$ cat src/rtl/alu_sequencer.sv
// Issue/sequencing controller in front of the combinational ALU: latches one operation,
// holds the ALU for base + dynamic cycles, returns result/flags and owns the PSW flags.
package alu_sequencer_pkg;
    typedef enum logic [3:0] {
        ALU_OP_ADD  = 4'd0,
        ALU_OP_ADDC = 4'd1,
        ALU_OP_SUB  = 4'd2,
        ALU_OP_SUBC = 4'd3,
        ALU_OP_AND  = 4'd4,
        ALU_OP_OR   = 4'd5,
        ALU_OP_XOR  = 4'd6,
        ALU_OP_ROL  = 4'd7,
        ALU_OP_ROR  = 4'd8,
        ALU_OP_SHL  = 4'd9,
        ALU_OP_SHR  = 4'd10,
        ALU_OP_MUL  = 4'd11,
        ALU_OP_MULU = 4'd12
    } alu_operation_e;

    typedef struct packed {
        logic s;
        logic z;
        logic v;
        logic cy;
    } flags_t;
endpackage

// state | meaning
// IDLE  | ready for a request
// EXEC  | ALU driven from latches; result and cycle count captured
// WAIT  | counting down the extra cycles
// DONE  | response held until accepted, then flags commit
module alu_sequencer
    import alu_sequencer_pkg::*;
#(
    parameter flags_t FLAGS_RESET = '0,
    parameter int     CNT_W       = 7
) (
    input  logic           clk,
    input  logic           reset_n,
    input  logic           req_valid,
    output logic           req_ready,
    input  alu_operation_e req_op,
    input  logic [15:0]    req_ta,
    input  logic [15:0]    req_tb,
    input  logic           req_wide,
    input  logic [3:0]     req_base_cycles,
    output logic           resp_valid,
    input  logic           resp_ready,
    output logic [31:0]    resp_result,
    output flags_t         resp_flags,
    input  logic           flush,
    input  logic           flags_wr,
    input  flags_t         flags_wdata,
    output flags_t         flags_q,
    output alu_operation_e alu_operation,
    output logic [15:0]    alu_ta,
    output logic [15:0]    alu_tb,
    output logic           alu_wide,
    output flags_t         alu_flags_in,
    input  logic [31:0]    alu_result,
    input  logic [5:0]     alu_cycles_in,
    input  flags_t         alu_flags
);

    typedef enum logic [1:0] {IDLE, EXEC, WAIT, DONE} state_e;

    state_e             r_state;
    alu_operation_e     r_op;
    logic [15:0]        r_ta;
    logic [15:0]        r_tb;
    logic               r_wide;
    logic [3:0]         r_base;
    flags_t             r_flags_in;
    logic [CNT_W-1:0]   r_count;
    logic               r_resp_valid;
    logic [31:0]        r_resp_result;
    flags_t             r_resp_flags;
    flags_t             r_flags_q;
    logic [CNT_W-1:0]   w_n;

    assign w_n = CNT_W'(r_base) + CNT_W'(alu_cycles_in);

    assign req_ready     = (r_state == IDLE);
    assign resp_valid    = r_resp_valid;
    assign resp_result   = r_resp_result;
    assign resp_flags    = r_resp_flags;
    assign flags_q       = r_flags_q;
    assign alu_operation = r_op;
    assign alu_ta        = r_ta;
    assign alu_tb        = r_tb;
    assign alu_wide      = r_wide;
    assign alu_flags_in  = r_flags_in;

    always_ff @(posedge clk or negedge reset_n) begin
        if (!reset_n) begin
            r_state       <= IDLE;
            r_op          <= ALU_OP_ADD;
            r_ta          <= '0;
            r_tb          <= '0;
            r_wide        <= 1'b0;
            r_base        <= '0;
            r_flags_in    <= FLAGS_RESET;
            r_count       <= '0;
            r_resp_valid  <= 1'b0;
            r_resp_result <= '0;
            r_resp_flags  <= FLAGS_RESET;
            r_flags_q     <= FLAGS_RESET;
        end else begin
            // A direct write beats the response commit; flush suppresses the commit.
            if (flags_wr)
                r_flags_q <= flags_wdata;
            else if (r_state == DONE && resp_ready && !flush)
                r_flags_q <= r_resp_flags;

            if (flush && r_state != IDLE) begin
                r_state      <= IDLE;
                r_resp_valid <= 1'b0;
                r_count      <= '0;
            end else begin
                case (r_state)
                    IDLE: begin
                        if (req_valid && !flush) begin
                            r_op       <= req_op;
                            r_ta       <= req_ta;
                            r_tb       <= req_tb;
                            r_wide     <= req_wide;
                            r_base     <= req_base_cycles;
                            r_flags_in <= r_flags_q;
                            r_state    <= EXEC;
                        end
                    end
                    EXEC: begin
                        r_resp_result <= alu_result;
                        r_resp_flags  <= alu_flags;
                        if (w_n == '0) begin
                            r_state      <= DONE;
                            r_resp_valid <= 1'b1;
                        end else begin
                            r_count <= w_n;
                            r_state <= WAIT;
                        end
                    end
                    WAIT: begin
                        if (r_count != '0)
                            r_count <= r_count - 1'b1;
                        if (r_count == CNT_W'(1)) begin
                            r_state      <= DONE;
                            r_resp_valid <= 1'b1;
                        end
                    end
                    DONE: begin
                        if (resp_ready) begin
                            r_state      <= IDLE;
                            r_resp_valid <= 1'b0;
                        end
                    end
                    default: r_state <= IDLE;
                endcase
            end
        end
    end

    always_ff @(posedge clk) begin
        if (reset_n && r_state == WAIT)
            assert (r_count != '0);
    end

endmodule

$ cat config.mk
export PLATFORM = sky130hd
export DESIGN_NAME = alu_sequencer
export DESIGN_NICKNAME = d
export VERILOG_FILES = /design/src/rtl/alu_sequencer.sv
export SDC_FILE = /design/constraint.sdc
export NUM_CORES = 1
export LEC_CHECK = 0
export BUFFER_PORTS_ARGS = -buffer_cell sky130_fd_sc_hd__clkbuf_2
export CELL_PAD_IN_SITES_DETAIL_PLACEMENT = 1
export CELL_PAD_IN_SITES_GLOBAL_PLACEMENT = 1
export CORE_AREA = 2 2 144 90
export CTS_BUF_LIST = sky130_fd_sc_hd__clkbuf_2 sky130_fd_sc_hd__clkbuf_4 sky130_fd_sc_hd__clkbuf_8
export DETAILED_ROUTE_END_ITERATION = 16
export DIE_AREA = 0 0 146 92
export GPL_ROUTABILITY_DRIVEN = 0
export HOLD_SLACK_MARGIN = 0.1
export PLACE_DENSITY_LB_ADDON = 0.15
export RECOVER_POWER = 25
export SYNTH_ARGS = -nofsm -noshare
export SYNTH_HDL_FRONTEND = slang
export SYNTH_SLANG_ARGS = --single-unit
export TNS_END_PERCENT = 100
$ cat constraint.sdc
create_clock -name clk -period 2.3 [get_ports clk]
set_clock_uncertainty 0.05 [all_clocks]
set_input_delay 0.115 -clock clk [delete_from_list [all_inputs] [get_ports clk]]
set_output_delay 0.115 -clock clk [all_outputs]
set_load 0.02 [all_outputs]
==> results.json <==
{
  "die_x_um": 146,
  "detailed_routing_iteration_count_for_the_pre_antenna_repair_pass": 4,
  "wire_per_inst_um": 16.7,
  "status": "finished, violations left",
  "timing.critical_path.fanout_max": 5,
  "clk_latency_ns": 0.37,
  "post-dp-hpwl_um": 8640,
  "unrepaired_setup_endpoints_after_global_routing": "yes",
  "finalSetupViolCount": 6,
  "final.setup.tns_ns": -0.333,
  "die_height_um": 92,
  "synth-main-ff-cell": "dfrtp_1",
  "final_layout_size_suffix_gt1_share_pct": 51.6,
  "clock.fmax_ghz": 0.416,
  "most_repeated_cell_in_the_gate_level_netlist_after_synthesis": "dfrtp_1",
  "synthesis.area_mm2": 0.00416,
  "worst_setup_hold_path_clk_slew_ns": 0.09,
  "setup.worst_path.end_class": "register",
  "io_buffer_count": 175,
  "pin_count": 176,
  "synth.largest_area_cell": "dfrtp_1",
  "cts.root.buffer_cell": "clkbuf_8",
  "ys_top_cells_by_area": "dfrtp_1 (57%), mux2_2 (22%), ha_1 (3.0%), mux2i_1 (1.9%), o21ai_0 (1.7%)",
  "worstMarginPinSlew_ns": 0.909,
  "path_cells": "ha_2 -> inv_2 -> fa_2 -> nand2b_4 -> a21o_1 -> o32a_4 -> nor4b_4 -> buf_6 -> mux2i_1 -> nand3_1",
  "power.density_cell_area_mw_per_mm2": 1290,
  "cp-start-kind": "register",
  "final.setup.worst_slack_ns": -0.107,
  "report.final.slew_viol_count": 0,
  "vdd.ir_drop.worst_uv": 534,
  "area_delta_synth_final_pct": 57.1,
  "synth.ff_latch_count": 95,
  "number_of_global_route_vias_before_repair": 4055,
  "largest_net_degree_at_the_start_of_global_routing": 46,
  "failed_checks": "negative setup slack",
  "placement.setup.worst_slack_ns": -0.283,
  "power_leakage_uw": 0.00319,
  "power.combinational.fraction_pct": 51.9,
  "cts_num_sinks": 95,
  "yosysSeqAreaShare_pct": 57.1,
  "timing.hold.worst.class": "input port to register",
  "grt.overflow.total": 0,
  "detail-route-antenna-nets": 0,
  "cp.required_ns": 2.50,
  "die_area_mm2": 0.0134,
  "synth-async-reset-ratio_pct": 100,
  "floorplan.initialDensity_pct": 33.8,
  "hold_violations": 0,
  "synth.cells.most_frequent": "dfrtp_1 (95), mux2_2 (83), nand2_1 (14), o21ai_0 (14), ha_1 (10)",
  "slowest_stage": "dfrtp_1",
  "drv_cap": 0,
  "antennaDiodeCount": 0,
  "htreeDepth": 3,
  "proportion_of_power_drawn_by_the_clock_network_pct": 12.7,
  "antenna_found_initial": 0,
  "ys_types": 39,
  "synth_largest_type_area_fraction_pct": 57.1,
  "cellInternalPower_uw": 4880,
  "number_of_enable_flip_flop_cells_after_synthesis": 0,
  "syn_area_per_cell_um2": 13.7,
  "yosys_warnings": 0,
  "core_region_area_mm2": 0.0123,
  "num-nets-final": 698,
  "route.vias.total": 3551,
  "cts_max_path_buffers": 2,
  "period_share_pct": 105,
  "cts_tree": "built",
  "max_slew_headroom_pct": 39.4,
  "power_switching_share_pct": 42.0,
  "crit_buf_inv": 2,
  "postRouteWirelength_um": 12900,
  "final.min_clock_period_ns": 2.41,
  "remaining_drc_errors": 0,
  "post_synth_inst_count": 305,
  "globalRouteTotalUtil_pct": 19.8,
  "seq_power_share_pct": 35.5,
  "fin_hold_ws_ns": 0.162,
  "cp_slowest_stage_delay_ns": 0.36,
  "switchingPower_uw": 3540,
  "grt_pass1_wl_um": 20900,
  "row_count": 32,
  "postSynthNetCount": 409,
  "drt_iter0_drc": 97,
  "vias_per_cell": 4.62,
  "worst_ep_arrival_time_ns": 2.61,
  "path_class": "register to register",
  "cts_buffers": 9,
  "cpLargestDelayFamily": "adder cells"
}
## registers in the layout, indices dropped and copies added (netlist names), 2 cells and up
name and count:
alu_tb 16, r_state 2, resp_flags 4, alu_operation 4, alu_ta 16, alu_flags_in 4
flags_q 4, r_base 4, resp_result 32, r_count 7
## stage by stage
stage / power, µW / cell area [µm²] / util, % / instances
finish: 8410 / 6540 / 53.0 / 769
detailed placement: 7150 / 5390 / 43.7 / 659
global placement: 6980 / 5390 / 43.7 / 659
CTS: 8420 / 6530 / 53.0 / 769
floorplan: 5580 / 4180 / - / 305
global route: 8980 / 6540 / 53.0 / 769
## placed cells by master (no fill, tap or decap), types with 6 or more instances in the layout
cell and n:
mux2_2 83, nand2_1 13, inv_1 7, ha_1 9, o21ai_0 12, buf_4 17
a21oi_1 6, nor2_1 8, clkbuf_8 10, dfrtp_1 95, dlygate4sd3_1 92, clkbuf_2 175
mux2i_1 8
## final timing paths
path	start	endpoint	slack (ns)	cells past startpoint
worst max-delay path	r_base[0]$_DFFE_PN0P_	r_count[3]$_DFFE_PN0P_	-0.11	10
worst min-delay path	req_valid	r_state[1]$_DFFE_PN0P_	0.16	4
worst max register to register	r_base[0]$_DFFE_PN0P_	r_count[3]$_DFFE_PN0P_	-0.11	10
worst min register to register	resp_result[6]$_DFFE_PN0P_	resp_result[6]$_DFFE_PN0P_	0.46	1
max in group asynchronous	reset_n	resp_result[8]$_DFFE_PN0P_	0.61	3
min in group asynchronous	reset_n	alu_operation[3]$_DFFE_PN0P_	0.38	2
## power groups by stage
stage | Sequential, µW | Combinational (µW) | Clock (µW)
4_1_cts | 2960 | 4320 | 1130
2_1_floorplan | 3810 | 1770 | 0
5_1_grt | 3100 | 4690 | 1180
3_5_place_dp | 2990 | 4150 | 0
6_report | 2990 | 4360 | 1060
3_3_place_gp | 2950 | 4030 | 0
## layer usage
| layer | global-route usage [%] | part of all wire [%] | up-vias |
|---|---|---|---|
| li1 | - | - | 1664 |
| met1 | 24.7 | 44 | 1747 |
| met2 | 33.9 | 49 | 126 |
| met3 | 6.57 | 6.8 | 14 |
| met4 | 4.13 | 1.1 | 0 |
| met5 | 0 | 0 | - |
## area by class of cell
cell class / count / area, µm²
fillers: 1324 / 5790
flip-flops and latches: 95 / 2380
repair buffers: 288 / 1970
multi-input cells: 192 / 1760
well taps: 170 / 213
clock buffers: 11 / 145
clock inverters: 5 / 42.5
inverters: 8 / 30.0
## worst register-to-register path: stages (launching register included)
cell	delay, ns
dfrtp_1	0.36
ha_2	0.19
inv_2	0.04
fa_2	0.34
nand2b_4	0.16
a21o_1	0.18
o32a_4	0.33
nor4b_4	0.22
buf_6	0.16
mux2i_1	0.18
nand3_1	0.09
## cells by family after synthesis
logic type      Yosys count  synth area share, %
compound gates           37                 5.92
xor+xnor                  3                0.631
fa+ha+maj                11                 3.49
buf+inv                  18                 1.71
flops                    95                 57.1
mux                      91                 24.4
simple gates             50                 6.79
## repair_timing
item                                    in CTS  in global routing
resized for setup                            6                  4
setup buffers                                2                  0
pin swaps                                    2                  1
hold buffers                                92                  0
endpoints found under the setup margin       9                 25
endpoints found under the hold margin      161                  0
No activity file was read; power rests on OpenSTA's default activity.
